`config.mk`:
```
export PLATFORM = sky130hd
export DESIGN_NAME = fpu_addsub_issue_stage_flat
export DESIGN_NICKNAME = d
export VERILOG_FILES = /design/src/rtl/fpu_addsub_issue_if.sv /design/src/rtl/fpu_addsub_issue_stage.sv /design/src/flat_wrapper.sv
export SDC_FILE = /design/constraint.sdc
export NUM_CORES = 1
export LEC_CHECK = 0
export CAP_MARGIN = 10
export CORE_ASPECT_RATIO = 0.9
export CORE_MARGIN = 2
export CORE_UTILIZATION = 61
export CTS_BUF_LIST = sky130_fd_sc_hd__clkbuf_4
export CTS_CLUSTER_SIZE = 20
export DETAILED_ROUTE_END_ITERATION = 16
export PLACE_DENSITY = 0.95
export SYNTH_ARGS = -nofsm -noshare
export SYNTH_HDL_FRONTEND = slang
export SYNTH_SLANG_ARGS = --single-unit
```
`constraint.sdc`:
```
create_clock -name clock -period 5.3 [get_ports clock]
set_input_delay 0.795 -clock clock [delete_from_list [all_inputs] [get_ports clock]]
set_output_delay 0.795 -clock clock [all_outputs]
set_load 0.02 [all_outputs]
```
`src/rtl/fpu_addsub_issue_if.sv`:
```
// Request/result handshake bundle between the execute pipe and the FP add issue stage.
// master = pipe side (drives requests, accepts results), slave = issue stage.
interface fpu_addsub_issue_if #(
  parameter int TAG_W = 5
);
  logic             in_valid;
  logic             in_ready;
  logic [31:0]      in_a;
  logic [31:0]      in_b;
  logic             in_sub;
  logic             in_comp;
  logic [TAG_W-1:0] in_tag;
  logic             out_valid;
  logic             out_ready;
  logic [31:0]      out_y;
  logic [TAG_W-1:0] out_tag;
  logic             out_nan;

  modport master (
    output in_valid, in_a, in_b, in_sub, in_comp, in_tag, out_ready,
    input  in_ready, out_valid, out_y, out_tag, out_nan
  );

  modport slave (
    input  in_valid, in_a, in_b, in_sub, in_comp, in_tag, out_ready,
    output in_ready, out_valid, out_y, out_tag, out_nan
  );
endinterface

```
`src/rtl/fpu_addsub_issue_stage.sv`:
```
// Operand FIFO feeding a combinational FP add/sub/compare unit,
// with a registered valid/ready result slot carrying the request tag.
module fpu_addsub_issue_stage #(
  parameter int DEPTH = 4,
  parameter int TAG_W = 5,
  localparam int PW = $clog2(DEPTH),
  localparam int CW = PW + 1
) (
  input  logic                 clock,
  input  logic                 reset_n,
  fpu_addsub_issue_if.slave    bus,
  output logic [31:0]          fpu_a,
  output logic [31:0]          fpu_b,
  output logic                 fpu_sub,
  output logic                 fpu_comp,
  input  logic [31:0]          fpu_y,
  output logic [CW-1:0]        count
);

  typedef struct packed {
    logic [31:0]      a;
    logic [31:0]      b;
    logic             sub;
    logic             comp;
    logic [TAG_W-1:0] tag;
  } entry_t;

  entry_t        mem [DEPTH];
  entry_t        head;
  logic [PW-1:0] wr_ptr;
  logic [PW-1:0] rd_ptr;
  logic          empty;
  logic          enq;
  logic          deq;

  assign empty        = (count == '0);
  assign bus.in_ready = (count != CW'(DEPTH));
  assign enq          = bus.in_valid & bus.in_ready;
  assign deq          = ~empty & (~bus.out_valid | bus.out_ready);

  // Idle adder inputs are forced to zero so the unit sees a quiet bus.
  assign head     = empty ? '0 : mem[rd_ptr];
  assign fpu_a    = head.a;
  assign fpu_b    = head.b;
  assign fpu_sub  = head.sub;
  assign fpu_comp = head.comp;

  always_ff @(posedge clock or negedge reset_n) begin
    if (!reset_n) begin
      for (int i = 0; i < DEPTH; i++) mem[i] <= '0;
    end else if (enq) begin
      mem[wr_ptr] <= '{a:    bus.in_a,
                       b:    bus.in_b,
                       sub:  bus.in_sub,
                       comp: bus.in_comp,
                       tag:  bus.in_tag};
    end
  end

  // Power-of-two depth: pointers wrap by natural overflow.
  always_ff @(posedge clock or negedge reset_n) begin
    if (!reset_n) begin
      wr_ptr <= '0;
      rd_ptr <= '0;
      count  <= '0;
    end else begin
      if (enq) wr_ptr <= wr_ptr + 1'b1;
      if (deq) rd_ptr <= rd_ptr + 1'b1;
      unique case ({enq, deq})
        2'b10:   count <= count + 1'b1;
        2'b01:   count <= count - 1'b1;
        default: count <= count;
      endcase
    end
  end

  always_ff @(posedge clock or negedge reset_n) begin
    if (!reset_n) begin
      bus.out_valid <= 1'b0;
      bus.out_y     <= '0;
      bus.out_tag   <= '0;
      bus.out_nan   <= 1'b0;
    end else if (deq) begin
      bus.out_valid <= 1'b1;
      bus.out_y     <= fpu_y;
      bus.out_tag   <= head.tag;
      bus.out_nan   <= (fpu_y[30:23] == 8'hFF) && (fpu_y[22:0] != '0);
    end else if (bus.out_ready) begin
      bus.out_valid <= 1'b0;
    end
  end

endmodule

```
`src/flat_wrapper.sv`:
```
// flat-port wrapper written by rule: the top's interface ports become plain ports
module fpu_addsub_issue_stage_flat 
#(
  parameter int DEPTH = 4,
  parameter int TAG_W = 5,
  localparam int PW = $clog2(DEPTH),
  localparam int CW = PW + 1
)
  (clock, reset_n, fpu_a, fpu_b, fpu_sub, fpu_comp, fpu_y, count, bus_in_valid, bus_in_a, bus_in_b, bus_in_sub, bus_in_comp, bus_in_tag, bus_out_ready, bus_in_ready, bus_out_valid, bus_out_y, bus_out_tag, bus_out_nan);
  fpu_addsub_issue_if #(.TAG_W(TAG_W)) bus_i ();
  input  logic clock;
  input  logic reset_n;
  output logic [31:0] fpu_a;
  output logic [31:0] fpu_b;
  output logic fpu_sub;
  output logic fpu_comp;
  input  logic [31:0] fpu_y;
  output logic [CW-1:0] count;
  input wire logic [$bits(bus_i.in_valid)-1:0] bus_in_valid;
  input wire logic [$bits(bus_i.in_a)-1:0] bus_in_a;
  input wire logic [$bits(bus_i.in_b)-1:0] bus_in_b;
  input wire logic [$bits(bus_i.in_sub)-1:0] bus_in_sub;
  input wire logic [$bits(bus_i.in_comp)-1:0] bus_in_comp;
  input wire logic [$bits(bus_i.in_tag)-1:0] bus_in_tag;
  input wire logic [$bits(bus_i.out_ready)-1:0] bus_out_ready;
  output wire logic [$bits(bus_i.in_ready)-1:0] bus_in_ready;
  output wire logic [$bits(bus_i.out_valid)-1:0] bus_out_valid;
  output wire logic [$bits(bus_i.out_y)-1:0] bus_out_y;
  output wire logic [$bits(bus_i.out_tag)-1:0] bus_out_tag;
  output wire logic [$bits(bus_i.out_nan)-1:0] bus_out_nan;
  assign bus_i.in_valid = bus_in_valid;
  assign bus_i.in_a = bus_in_a;
  assign bus_i.in_b = bus_in_b;
  assign bus_i.in_sub = bus_in_sub;
  assign bus_i.in_comp = bus_in_comp;
  assign bus_i.in_tag = bus_in_tag;
  assign bus_i.out_ready = bus_out_ready;
  assign bus_in_ready = bus_i.in_ready;
  assign bus_out_valid = bus_i.out_valid;
  assign bus_out_y = bus_i.out_y;
  assign bus_out_tag = bus_i.out_tag;
  assign bus_out_nan = bus_i.out_nan;
  fpu_addsub_issue_stage #(.DEPTH(DEPTH), .TAG_W(TAG_W)) u_core (.clock(clock), .reset_n(reset_n), .bus(bus_i), .fpu_a(fpu_a), .fpu_b(fpu_b), .fpu_sub(fpu_sub), .fpu_comp(fpu_comp), .fpu_y(fpu_y), .count(count));
endmodule
```
==> out/metrics.sh, run 1 <==
GRT_FIRST_PASS_WIRELENGTH_MM=50.9
FIN_HOLD_WS_PS=208
YOSYS_TOP_CELL_AREA_SHARE=0.544
GR_UTIL_ALL_LAYERS=0.248
GRT_BUSIEST_LAYER='met2'
CTS_MADE_BUFFERS=83
MAX_CAP_VIOL_COUNT=0
CP.BUFFERS_INVERTERS=1
QUANTITY_OF_I_O_BUFFERS_INSERTED_ON_PORTS=215
P_LEAK_uW=0.00775
WORST-ENDPOINT-REQUIRED_PS=4510
POWER_PER_CELL_AREA_nW_PER_UM2=711
R2R_START='u_core.count[0]'
TOTALWIRELENGTH_MM=31.1
POWER.IR.VDD_WORST_mV=0.497
TIMING.FINAL.CRIT_PERIOD_PS=3990
HPWLAFTERDP_MM=19.2
CPPEAKSTAGEDELAY_PS=1190
AVGVIACOUNTPERCELL=5.70
CRITICAL_PATH.TOP_DELAY_FAMILY='flip-flops'
SYNTH_TOP_CELLS_BY_COUNT='330 x sky130_fd_sc_hd__dfrtp_1, 252 x sky130_fd_sc_hd__mux2_2, 102 x sky130_fd_sc_hd__nand2_1'
NUM_VIAS=8952
PIN_COUNT_OF_THE_BIGGEST_NET_ENTERING_GLOBAL_ROUTING=121
SETUP_WS_PS=1310
CRIT_PATH_END_KIND='output port'
POST-SYNTH-TOP-AREA-CELL='sky130_fd_sc_hd__dfrtp_1'
CTS.CLK_SLEW.WORST_PATHS_PS=60
HOLD_BUFFERS=0
PRE_CTS_SLACK_PS=1740
ROOT_BUFFER_CELL='sky130_fd_sc_hd__clkbuf_4'
FLOORPLAN.DIE_AREA_UM2=26200
SYNTHESIS.NETS=1137
YS_SEQ_AREA_FRAC=0.544
REG2REG_DEPTH=9
NNETSFINAL=1324
HOLD_VIOLATIONS=0
FIRST_GLOBAL_VIAS=9725
SYNTHDISTINCTLIBCELLS=25
YOSYS_MOST_USED_DFF='sky130_fd_sc_hd__dfrtp_1'
DIEHEIGHT_UM=154
DRT_DRC_VIOLATIONS_LEFT=0
CLOCK_SINKS=330
YOSYSMOSTFREQUENTCELL='sky130_fd_sc_hd__dfrtp_1'
NETLIST_AREA_UM2=15200
ROWS=54
TOTALNEGATIVESETUPSLACK_PS=0
FILLERINSTANCES=1534
GP_CONGESTION=0.765
DRT_FIRST_PASS_ITERS=5
WORSTSETUPPATHTYPE='flop to output port'
AREA_GROWTH_PCT=18.0
CRITPATHSLOWESTCELL='sky130_fd_sc_hd__dfrtp_4'
YOSYS-TOP-CELLS-AREA='sky130_fd_sc_hd__dfrtp_1 54%, sky130_fd_sc_hd__mux2_2 19%, sky130_fd_sc_hd__mux4_2 11%, sky130_fd_sc_hd__buf_4 3.2%, sky130_fd_sc_hd__mux2_1 2.7%'
ANTENNA_VIOLATIONS_BEFORE_REPAIR=3
FMAXACHIEVABLE_MHz=251
WORST_SETUP_PATH_START_KIND='flop'
DRTITER0DRC=470
CTS.REPAIR.RESIZED=0
ROUTE.DETAILED.WL_PER_INST_UM=19.8
FIN_CRIT_SH=0.752
YOSYSWARNINGS=0
RRSETUPSLACK_PS=2110
CRIT_ARRIVAL_PS=3190
CRITICAL_PATH_PEAK_FANOUT=72
LATER_PIN_CLOCK_LATENCY_IN_THE_SKEW_REPORT_PS=660
R2R_END='u_core.count[1]'
WORST_HOLD_PATH_TYPE='input port to asynchronous set/reset pin'
FINALSETUPVIOLATIONS=0
STATUS='completed'
NUMBER_OF_STANDARD_CELLS_AFTER_SYNTHESIS=1024
CLOCK-SKEW-FINAL_PS=29.4
FINAL_UTIL=0.736
SYNTH-SEQ-CELLS=330
TRITONCTS='done'
IO_PINS=216
GLOBALROUTE.TOTALOVERFLOW=0
PATH_CELLS='mux4_2 > nor2b_1 > clkdlybuf4s50_1'
MET2_USAGE=0.415
FLOORPLAN.INITIALDENSITY=0.624
CHIPWIDTH_UM=170
DESIGN.CORE.AREA_UM2=24300
MAX-CLOCK-PATH-BUFFERS=3
WORST_CASE_HEADROOM_TO_THE_MAX_SLEW_LIMIT=0.219
DRIVE_ABOVE_1_SHARE=0.368
POSTCTSSETUPREPAIRBUFS=0
GRT.MET3_USAGE=0.0577
FINAL_MAX_SLEW_VIOL_COUNT=0
P_TOTAL_uW=12700
SYNTH_ENABLE_FLOP_CELLS=0
AVGSYNTHCELLAREA_UM2=14.8
GLOBAL_ROUTE.USAGE.MET1=0.324
RSZ0062_AT_GRT='false'
CTS_MAX_LEVEL=3
DRTANTENNAVIOLNETS=0
SYNTHARSTFLOPSHARE=1.00
WORST-SLEW-PIN-TRANSITION_PS=1170
==> cells in the final DEF, fill, tap and decap left out, types with 4 or more instances in the layout <==
cell	n
sky130_fd_sc_hd__dfrtp_1	328
sky130_fd_sc_hd__mux2_2	252
sky130_fd_sc_hd__clkdlybuf4s50_1	214
sky130_fd_sc_hd__clkbuf_4	116
sky130_fd_sc_hd__nand2_1	102
sky130_fd_sc_hd__mux4_2	71
sky130_fd_sc_hd__nor2b_1	66
sky130_fd_sc_hd__mux2_1	37
sky130_fd_sc_hd__clkinv_1	14
sky130_fd_sc_hd__buf_4	8
sky130_fd_sc_hd__inv_1	6
sky130_fd_sc_hd__nor4_1	5
sky130_fd_sc_hd__ha_1	5
sky130_fd_sc_hd__nand2_4	4
sky130_fd_sc_hd__xnor2_1	4
==> routing by layer <==
metal	wire [um]	vias to the layer above	part of all wire
met5	27	-	0.00087
met1	13200	4647	0.42
met2	15500	260	0.50
met3	1720	60	0.055
met4	643	4	0.021
li1	-	3981	-
==> worst register-to-register path, stage by stage, from the launching register on <==
cell and delay [ps]:
sky130_fd_sc_hd__dfrtp_1 450, sky130_fd_sc_hd__nor3_2 260, sky130_fd_sc_hd__buf_4 440, sky130_fd_sc_hd__nand2b_1 210, sky130_fd_sc_hd__buf_4 360, sky130_fd_sc_hd__inv_2 390
sky130_fd_sc_hd__ha_1 360, sky130_fd_sc_hd__inv_1 70, sky130_fd_sc_hd__fa_1 400, sky130_fd_sc_hd__mux2i_1 150
==> state kept, by name, summed over array words and instances (netlist names) <==
name and cells:
u_core.rd_ptr 2, u_core.bus.out_valid 1, u_core.bus.out_tag 5, u_core.count 3, u_core.bus.out_y 32, u_core.wr_ptr 2
u_core.mem 284, u_core.bus.out_nan 1
==> cells by family after synthesis <==
group           count (synthesis)  share of synthesized area
mux                           361                      0.321
buf+inv                       130                     0.0632
compound gates                  4                    0.00223
fa+ha+maj                       6                    0.00544
xor+xnor                        6                    0.00346
flops                         330                      0.544
simple gates                  187                     0.0609
==> report_power, final <==
| group | total (uW) | leakage, uW | internal, uW | switching, uW |
|---|---|---|---|---|
| registers | 4560 | 0.00392 | 3800 | 762 |
| clock network | 2040 | 0.000592 | 1100 | 948 |
| logic | 6110 | 0.00324 | 3480 | 2630 |
==> per-stage QoR <==
step / cell area, um^2 / cells
2_1_floorplan: 15200 / 1024
3_3_place_gp: 16900 / 1434
3_5_place_dp: 16900 / 1434
5_1_grt: 17900 / 1570
6_report: 17900 / 1570
4_1_cts: 17900 / 1569
==> cell type report <==
cell class              instances  area [um^2]  share of cell area
diodes                          1         2.50            0.000140
multi-input cells             564         5960               0.333
clock inverters                19          129             0.00720
clock buffers                 116          871              0.0487
inverters                       7         26.3             0.00147
flip-flops and latches        330         8270               0.462
well taps                     308          385              0.0215
repair buffers                225         2260               0.126
==> worst max-delay path by stage <==
| stage | slack, ps | endpoint | depth (start not counted) | from |
|---|---|---|---|---|
| finish | 1310 | fpu_comp | 3 | u_core.rd_ptr[1] |
| global route | 1250 | fpu_b[7] | 3 | u_core.rd_ptr[1] |
| CTS | 1300 | fpu_b[31] | 3 | u_core.rd_ptr[1] |
| detailed placement | 1740 | u_core.count[2] | 11 | bus_out_ready |
| global placement | 1760 | u_core.count[2] | 11 | bus_out_ready |
| floorplan | 2710 | u_core.count[2] | 12 | bus_out_ready |
No activity file was read; power rests on OpenSTA's default activity.
==> run 2: changes to the inputs <==
--- a/config.mk
+++ b/config.mk
@@ -8,11 +8,11 @@
 export CAP_MARGIN = 10
 export CORE_ASPECT_RATIO = 0.9
 export CORE_MARGIN = 2
-export CORE_UTILIZATION = 61
+export CORE_UTILIZATION = 51
 export CTS_BUF_LIST = sky130_fd_sc_hd__clkbuf_4
 export CTS_CLUSTER_SIZE = 20
 export DETAILED_ROUTE_END_ITERATION = 16
-export PLACE_DENSITY = 0.95
+export PLACE_DENSITY = 0.85
 export SYNTH_ARGS = -nofsm -noshare
 export SYNTH_HDL_FRONTEND = slang
 export SYNTH_SLANG_ARGS = --single-unit
==> constraint.sdc (replaced) <==
create_clock -name clock -period 3.3 [get_ports clock]
set_input_delay 0.495 -clock clock [delete_from_list [all_inputs] [get_ports clock]]
set_output_delay 0.495 -clock clock [all_outputs]
set_load 0.02 [all_outputs]
==> run 2 against run 1 <==
Combinational power is 65% higher. Count of clock-buffer cells in the layout rose by 3. Clock power is 73% higher. Core utilization is 10 points lower. Die area grew 19%. Wire length rose by 4.4%. Total power rose by 64%. Register-to-register slack lost 1100 ps. Non-clock buffer count grew 17.
==> out/metrics.sh, run 2 (synthesis gave the netlist of run 1 again) <==
TIMING.FINAL.CRIT_PERIOD_PS=3200
QUANTITY_OF_I_O_BUFFERS_INSERTED_ON_PORTS=215
GR_UTIL_ALL_LAYERS=0.215
ROWS=59
LAYOUT.CELLS.MOST_COMMON_LIST='328 x sky130_fd_sc_hd__dfrtp_1, 252 x sky130_fd_sc_hd__mux2_2, 195 x sky130_fd_sc_hd__clkdlybuf4s50_1'
NUM_VIAS=9051
RSZ0062_AT_GRT='true'
WORST_CASE_HEADROOM_TO_THE_MAX_SLEW_LIMIT=0.484
FMAXACHIEVABLE_MHz=313
FILLERINSTANCES=2175
ROOT_BUFFER_CELL='sky130_fd_sc_hd__clkbuf_4'
FLOORPLAN.DIE_AREA_UM2=31100
FINALSETUPVIOLATIONS=0
NNETSFINAL=1343
STATUS='completed'
CRIT_PATH_END_KIND='output port'
POWER.IR.VDD_WORST_mV=0.673
GRT_FIRST_PASS_WIRELENGTH_MM=52.4
GLOBALROUTE.TOTALOVERFLOW=0
POST_ROUTE_STANDARD_CELL_AREA_EXCLUDING_FILLERS_UM2=18400
TOP_REGISTER='u_core.mem'
FIN_CRIT_SH=0.970
CLOCK_SINKS=330
WORST_SETUP_PATH_START_KIND='flop'
FINAL_MAX_SLEW_VIOL_COUNT=0
AREA_USED_BY_SEQUENTIAL_LOGIC_IN_THE_LAYOUT_UM2=8270
CTS.CLK_SLEW.WORST_PATHS_PS=70
DRIVE_ABOVE_1_SHARE=0.378
DIEHEIGHT_UM=168
MAX_CAP_VIOL_COUNT=0
CHIPWIDTH_UM=186
TRITONCTS='done'
CLOCK-SKEW-FINAL_PS=40.2
P_TOTAL_uW=20800
WORST-ENDPOINT-REQUIRED_PS=2800
WORSTSETUPPATHTYPE='flop to output port'
DRT_FIRST_PASS_ITERS=6
ROUTE.DETAILED.WL_PER_INST_UM=19.2
GP_CONGESTION=0.733
DRT_DRC_VIOLATIONS_LEFT=0
P_LEAK_uW=0.00813
HPWLAFTERDP_MM=20.4
FINAL_UTIL=0.632
HOLD_VIOLATIONS=0
IO_PINS=216
FIRST_GLOBAL_VIAS=10072
DRTITER0DRC=282
CRIT_ARRIVAL_PS=2700
TOTALWIRELENGTH_MM=32.4
WORST_HOLD_PATH_TYPE='input port to flop'
LARGEST_REG_FLOPS=284
LATER_PIN_CLOCK_LATENCY_IN_THE_SKEW_REPORT_PS=710
LAYOUT.CELLS.MOST_COMMON='sky130_fd_sc_hd__dfrtp_1'
DESIGN.CORE.AREA_UM2=29100
FLOORPLAN.INITIALDENSITY=0.522
POWER_PER_CELL_AREA_nW_PER_UM2=1130
MAX-CLOCK-PATH-BUFFERS=3
AREA_GROWTH_PCT=21.1
MULTI_INPUT_GATE_AREA_IN_THE_FINAL_LAYOUT_UM2=5960
PIN_COUNT_OF_THE_BIGGEST_NET_ENTERING_GLOBAL_ROUTING=99
CTS_MADE_BUFFERS=85
DPL-INSTANCE-AREA_UM2=17200
AVGVIACOUNTPERCELL=5.36
WORST-SLEW-PIN-TRANSITION_PS=773
CPPEAKSTAGEDELAY_PS=580
ANTENNA_VIOLATIONS_BEFORE_REPAIR=2
CRITICAL_PATH_PEAK_FANOUT=27
CTS_MAX_LEVEL=3
CRITPATHSLOWESTCELL='sky130_fd_sc_hd__clkdlybuf4s50_1'
BIGGESTREGSBYFLOPS='u_core.mem: 284 flops, u_core.bus.out_y: 32 flops, u_core.bus.out_tag: 5 flops'
DRTANTENNAVIOLNETS=0
PATH_CELLS='buf_12 > mux4_2 > nor2b_1 > clkdlybuf4s50_1'
[run 2: through the flow]
| stage | cells | worst slack (ps) | setup TNS (ps) | hold WS [ps] |
|---|---|---|---|---|
| after floorplan | 1024 | 838 | 0 | 199 |
| after global placement | 1536 | 781 | 0 | 457 |
| after detailed placement | 1536 | 748 | 0 | 462 |
| after CTS | 1686 | 14.9 | 0 | 315 |
| after global routing | 1688 | -43.0 | -430 | 336 |
| final | 1688 | 100 | 0 | 380 |
[run 2: path summary, 6_finish.rpt]
kind / start / to / slack (ps) / cells after the start
max: u_core.rd_ptr[0] / fpu_a[5] / 100 / 4
min: fpu_y[31] / u_core.bus.out_y[31] / 380 / 3
max reg2reg: u_core.count[0] / u_core.count[2] / 1020 / 10
min reg2reg: u_core.bus.out_y[13] / u_core.bus.out_y[13] / 470 / 2
max in group asynchronous: reset_n / u_core.mem[34] / 1900 / 3
min in group asynchronous: reset_n / u_core.bus.out_nan / 460 / 2
[run 2: what timing repair did]
| item | CTS | global route |
|---|---|---|
| hold buffers | 1 | 0 |
| gates cloned | 0 | 0 |
| buffers inserted | 2 | 0 |
| hold endpoints to repair | 91 | 0 |
| gates resized for setup | 0 | 21 |
| setup endpoints to repair | 8 | 38 |
[run 2: critical path: cells and delay by family (launching register included)]
kind	cells	cell delay, ps
buffers and inverters	2	840
muxes	1	520
and+or+nand+nor	1	180
DFF	1	470
[run 2: final cells by class]
type	instances	share of cell area
Clock inverter	28	0.0106
Sequential cell	330	0.450
Antenna cell	2	0.000272
Tap cell	396	0.0270
Inverter	7	0.00143
Timing Repair Buffer	242	0.138
Clock buffer	119	0.0486
Multi-Input combinational cell	564	0.324
[run 2: metal layers]
layer | GRT usage | routed length, um | part of all wire
met1 | 0.265 | 13300 | 0.41
met3 | 0.0598 | 2060 | 0.063
met2 | 0.365 | 16500 | 0.51
met4 | 0.0736 | 517 | 0.016
met5 | 0 | 0 | 0
[run 2: where the power goes]
part | total, uW | leakage (uW) | switching, uW | internal (uW)
clock network | 3520 | 0.000636 | 1620 | 1900
logic | 10100 | 0.00357 | 4440 | 5680
registers | 7180 | 0.00392 | 1070 | 6110
